[config.mk]
export PLATFORM = sky130hd
export DESIGN_NAME = icache_tag_ctrl
export DESIGN_NICKNAME = d
export VERILOG_FILES = /design/src/rtl/icache_tag_ctrl.sv
export SDC_FILE = /design/constraint.sdc
export NUM_CORES = 1
export LEC_CHECK = 0
export CAP_MARGIN = 0
export CORE_MARGIN = 2
export CORE_UTILIZATION = 36
export CTS_CLUSTER_SIZE = 14
export DETAILED_ROUTE_END_ITERATION = 8
export PLACE_DENSITY = 0.88
export SLEW_MARGIN = 5
export SYNTH_ARGS = -nofsm -noshare
export SYNTH_HDL_FRONTEND = slang
export SYNTH_SLANG_ARGS = --single-unit
[constraint.sdc]
create_clock -name clk -period 2.5 [get_ports clk]
set_input_delay 0.75 -clock clk [delete_from_list [all_inputs] [get_ports clk]]
set_output_delay 0.75 -clock clk [all_outputs]
set_load 0.03 [all_outputs]
[src/rtl/icache_tag_ctrl.sv]
// Instruction-cache tag RAM sequencer: owns the single RAM port and shares it between
// flush sweeps, refill writes, single-line invalidates and fetch lookups.
module icache_tag_ctrl #(
  parameter bit FLUSH_ON_RESET = 1'b1
) (
  input  logic        clk,
  input  logic        rst,
  input  logic        lookup_req_i,
  input  logic [31:0] lookup_addr_i,
  output logic        lookup_accept_o,
  output logic        resp_valid_o,
  output logic        hit_o,
  output logic        miss_o,
  input  logic        refill_wr_i,
  input  logic [31:0] refill_addr_i,
  input  logic        inval_i,
  input  logic [31:0] inval_addr_i,
  input  logic        flush_i,
  output logic        flush_busy_o,
  output logic [7:0]  tag_addr_o,
  output logic [19:0] tag_data_o,
  output logic        tag_wr_o,
  input  logic [19:0] tag_data_i
);

  typedef enum logic {
    ST_IDLE  = 1'b0,
    ST_FLUSH = 1'b1
  } state_t;

  state_t      state;
  logic [7:0]  flush_idx;
  logic        pending;
  logic [18:0] req_tag;

  logic grant_refill;
  logic grant_inval;
  logic grant_lookup;

  // Offset bits and the invalidate tag never reach the RAM.
  logic unused_addr_bits;
  assign unused_addr_bits = ^{lookup_addr_i[4:0], refill_addr_i[4:0],
                              inval_addr_i[31:13], inval_addr_i[4:0]};

  // Fixed priority in IDLE; a flush request takes the whole cycle with no access.
  always_comb begin
    grant_refill = 1'b0;
    grant_inval  = 1'b0;
    grant_lookup = 1'b0;
    if (!rst && state == ST_IDLE && !flush_i) begin
      if (refill_wr_i)
        grant_refill = 1'b1;
      else if (inval_i)
        grant_inval = 1'b1;
      else if (lookup_req_i)
        grant_lookup = 1'b1;
    end
  end

  always_comb begin
    tag_wr_o   = 1'b0;
    tag_addr_o = lookup_addr_i[12:5];
    tag_data_o = 20'h0;
    if (!rst) begin
      if (state == ST_FLUSH) begin
        tag_wr_o   = 1'b1;
        tag_addr_o = flush_idx;
      end else if (grant_refill) begin
        tag_wr_o   = 1'b1;
        tag_addr_o = refill_addr_i[12:5];
        tag_data_o = {1'b1, refill_addr_i[31:13]};
      end else if (grant_inval) begin
        tag_wr_o   = 1'b1;
        tag_addr_o = inval_addr_i[12:5];
      end
    end
  end

  assign lookup_accept_o = grant_lookup;

  always_ff @(posedge clk or posedge rst) begin
    if (rst) begin
      state     <= FLUSH_ON_RESET ? ST_FLUSH : ST_IDLE;
      flush_idx <= 8'd0;
      pending   <= 1'b0;
      req_tag   <= 19'd0;
    end else begin
      pending <= grant_lookup;
      if (grant_lookup)
        req_tag <= lookup_addr_i[31:13];
      case (state)
        ST_FLUSH: begin
          if (flush_i) begin
            flush_idx <= 8'd0;
          end else begin
            flush_idx <= flush_idx + 8'd1;
            if (flush_idx == 8'hFF)
              state <= ST_IDLE;
          end
        end
        default: begin
          if (flush_i) begin
            state     <= ST_FLUSH;
            flush_idx <= 8'd0;
          end
        end
      endcase
    end
  end

  assign flush_busy_o = (state == ST_FLUSH);

  // RAM data arrives the cycle after accept, so the compare is on the live read port.
  assign resp_valid_o = pending;
  assign hit_o        = pending & tag_data_i[19] & (tag_data_i[18:0] == req_tag);
  assign miss_o       = pending & ~hit_o;

endmodule

# Word-level counts from Yosys, hierarchy flattened
# Index checks and enable logic that the tools add are counted.
op_classes:
  shift: 0
  add_sub_neg: 1
  multipliers: 0
  n_bitwise: 5
  n_eq_ne: 2
  reduce_logical: 5
  n_div: 0
  muxes: 27
  magnitude_cmp: 0
ops:
  columns: ["op", "count"]
  rows:
  - ["20-bit two-way mux", 3]
  - ["8-bit two-way mux", 7]
  - ["19-bit equality test", 1]
  - ["1-bit two-way mux", 17]
  - ["8-bit by 1-bit adder with 8-bit output (second input constant)", 1]
  - ["8-bit equality test (second input constant)", 1]
  - ["1-bit bitwise AND", 3]
  - ["1-bit logical AND", 2]
  - ["1-bit zero test", 2]
  - ["1-bit NOT", 2]
  - ["2-bit nonzero test", 1]
word_totals:
  output_inout_bits: 34
  latch_bits: 0
  ramBits: 0
  n_memories: 0
  rom_bits: 0
  regBits: 29
  inputBits: 122

# Depth between registers and ports, before layout
depth:
  ltp_word: 8
  depth_mapped: 5

# Worst setup path before layout
# No wires, ideal clock.
synth_timing:
  kind: "input-to-output"
  from: "input rst"
  to: "output tag_addr_o[0]"
  t_arrival_ns: 1.781
  required_time_ns: 1.750
  stages: 3
  path_slack_ns: -0.031
  path_cell_list: "or3_1 > clkbuf_1 > o211ai_1"
synth_via:
  elab_chain_len: 8
  elab_cells_between_ends: 9
  cone_classes: "mux: 6; reduce/logical: 3"
synth_rtl:
  columns: ["element", "line_no", "source"]
  rows:
  - ["start, declared", "7", "input logic rst,"]
  - ["1-bit zero test (no line)", null, null]
  - ["1-bit logical AND (2 in a row)", "50", "if (!rst && state == ST_IDLE && !flush_i) begin"]
  - ["1-bit two-way mux", "50", null]
  - ["8-bit two-way mux", "72", "end else if (grant_inval) begin"]
  - ["8-bit two-way mux", "68", "end else if (grant_refill) begin"]
  - ["8-bit two-way mux", "65", "if (state == ST_FLUSH) begin"]
  - ["8-bit two-way mux (*)", "64", "if (!rst) begin"]
  - ["end, declared", "20", "output logic [7:0] tag_addr_o,"]
# Every way passes the cells marked *; elsewhere a longest branch is shown, timed or not.

# Worst setup path after layout
layout_timing:
  from: "input rst"
  to: "output tag_data_o[13]"
layout_via:
  elab_chain_len: 7
layout_rtl:
  columns: ["element", "line_no", "source"]
  rows:
  - ["1-bit zero test (no line)", null, null]
  - ["1-bit logical AND (2 in a row)", "50", null]
  - ["1-bit two-way mux", "50", null]
  - ["20-bit two-way mux", "68", null]
  - ["20-bit two-way mux", "65", null]
  - ["20-bit two-way mux (*)", "64", null]
  - ["end, declared", "21", "output logic [19:0] tag_data_o,"]
# Marked as above.

==> run summary <==
Starting Density: 37.6%
Root Driver: clkbuf_8
setup_tns: 0 ps
RSZ-0062 raised after global routing: true
layout overhead on the synthesized area: 80.5%
ant diodes: 0
Syn. warnings: 0
drt total wl: 6.18 mm
grt met1 use: 24.0%
all-layer global routing usage: 19.3%
crit path kind: in2out
Core Rows: 26
Remaining DRCs: 0
Layout Nets: 459
period utilization: 98.8%
final core utilization: 67.9%
layout cells sized above 1: 39.5%
total clock sinks: 29
gr busiest metal: met2
critical path startpoint category: input pin
post-synthesis sequential area ratio: 37.3%
synth unique cells: 35
post-layout minimum cycle time: 2470 ps
die height: 77.5 µm
syn_area_per_cell: 9.78 µm²
WHS: 531 ps
Max clock buf depth: 2
Arrival @ worst endpoint: 1720 ps
power per cell area: 323 nW/µm²
GPL Wtd Cong: 0.777
Syn Inst Count: 199
Detail Placement HPWL: 4.55 mm
Worst R2R Setup Slack: 650 ps
Slew Limit Fails: 0
IO Port Bufs: 121
pin count of the biggest net entering global routing: 23
syn nets: 322
FMAX: 405 MHz
Yosys reg bits: 29
insertion delay to the later sink of the worst-skew pair: 270 ps
initial drt markers: 69
clock-pin slew on the worst setup and hold paths: 60 ps
endpoint type of the worst setup path: primary output
Die Wd: 77.5 µm
met2 Track Usage GR: 34.3%
CTS Buf Count: 5
CTS tree: built
LEAKAGE: 1.74 nW
Max Cap Viol: 0
cell mode on critical path: buf_6
# setup viols final: 0
Setup Skew: 5.23 ps
FF/Latch Area: 727 µm²
Core ar.: 5170 µm²
Vias per Instance: 4.95
CP max FO: 5
Power, Total: 1.14 mW
Post-Syn Area: 1950 µm²
via count of the first global-routing pass: 2050
worst hold path type: reg2reg
initial antenna violation count: 0
Async SR Flop Fraction: 100%
DR vias: 2016
CP delay by family, top: buffers and inverters
I/O pins: 156
worst stage delay on the critical path: 230 ps
top_reg_cell synth: dfrtp_1
Worst Path Required: 1750 ps
Die ar.: 6010 µm²
Max VDD drop: 170 µV
Worst-Margin Slew: 359 ps
WL/cell: 15.2 µm
total global routing overflow: 0
GR Layer Usage met3: 4.07%
Filler Cell Count: 376
Hold Vio Cnt, Final: 0
slowest library cell on the worst path: nor3_4
worst path cell trace: buf_6, buf_6, nor3_4, buf_2, and3_1, buf_4
DRT antenna net count: 0
Post-synth EDFFs: 0
Buf/Inv on CP: 4
global-route wire length before repair: 9.42 mm
status: finished clean
multi-input logic area: 1300 µm²
DR pass1 iterations: 4
Max-slew headroom: 76.1%
H-tree Lvls: 2
==> power by group <==
| group | switching [mW] | total (mW) | internal [mW] |
|---|---|---|---|
| clock network | 0.174 | 0.365 | 0.191 |
| logic | 0.110 | 0.286 | 0.175 |
| registers | 0.00877 | 0.485 | 0.476 |
| total | 0.293 | 1.14 | 0.843 |
==> area by class of cell <==
cell class | instances | share of cell area [%]
multi-input combinational | 155 | 37.1
clock buffer | 5 | 1.96
tap | 70 | 2.49
sequential | 29 | 20.7
inverter | 3 | 0.321
clock inverter | 3 | 0.499
timing repair buffer | 142 | 37.0
==> logic make-up (layout without fill, tap and decap cells) <==
family                   Yosys count  in the layout  synth area share (%)
multiplexers                      20             20                  15.2
adder cells (fa/ha/maj)            1              1                 0.643
flip-flops                        29             29                  37.3
XOR/XNOR                          24             24                  10.8
buffers and inverters             16            153                  4.24
AO/OA/AOI/OAI                     40             41                  12.7
AND/OR/NAND/NOR                   69             69                  19.1
==> layer usage <==
metal	routed length, µm	part of all wire, %
met5	0	0
met4	21	0.34
met3	336	5.4
met2	3190	52
met1	2640	43
==> through the flow <==
stage          std cells  setup slack [ps]  cell area [µm²]
2_1_floorplan        199              1.35             1950
3_3_place_gp         390              -692             3210
3_5_place_dp         390              -691             3210
4_1_cts              403             -14.3             3410
5_1_grt              407             -70.6             3510
6_report             407              29.8             3510
==> path summary, 6_finish.rpt <==
kind                             endpoint          from  cells after the start
max                        tag_data_o[13]           rst                      6
min                            req_tag[7]    req_tag[7]                      1
max reg2reg                   req_tag[10]  flush_busy_o                      6
min reg2reg                    req_tag[7]    req_tag[7]                      1
max in group asynchronous    flush_idx[6]           rst                      5
min in group asynchronous      req_tag[0]           rst                      4
==> flip-flops by register name, summed over array words and instances, names as in the netlist <==
| name | cells |
|---|---|
| req_tag | 19 |
| flush_idx | 8 |
| flush_busy_o | 1 |
| resp_valid_o | 1 |
==> worst register-to-register path, stage by stage, from the launching register on <==
cell     delay [ps]
dfstp_2         600
buf_4           170
nor3_4           70
buf_6           140
nand3_4          70
buf_4           340
mux2_4          350
==> cell usage in the layout (no fill, tap or decap), types with 8 or more instances in the layout <==
master and count:
and3_1 16, buf_4 34, buf_6 20, clkbuf_2 8
clkdlybuf4s50_1 56, dfrtp_1 28, dlygate4sd2_1 8, mux2_4 19
nand2_1 17, nor2_1 9, xor2_1 11
==> Yosys cell counts (2+ instances only) <==
master,number,area [µm²]
buf_2,3,15.0
a21oi_1,10,50.1
nor2_1,9,33.8
o211ai_1,7,52.6
xnor2_1,13,114
mux2_4,19,285
or3_1,3,18.8
clkbuf_1,7,26.3
nand4_1,5,31.3
dfrtp_1,28,701
and3_1,21,131
nand2_1,20,75.1
a21boi_0,8,60.1
xor2_1,11,96.3
buf_6,2,22.5
o21ai_0,11,55.1
inv_1,3,11.3
nor4_1,2,12.5
==> repair_timing <==
| action | CTS | global route |
|---|---|---|
| pin swaps | 44 | 33 |
| gates resized for setup | 120 | 39 |
| endpoints found under the setup margin | 32 | 14 |
| buffers inserted | 4 | 2 |
| hold buffers | 0 | 0 |
| cloned | 2 | 2 |
No activity file was read; power rests on OpenSTA's default activity.
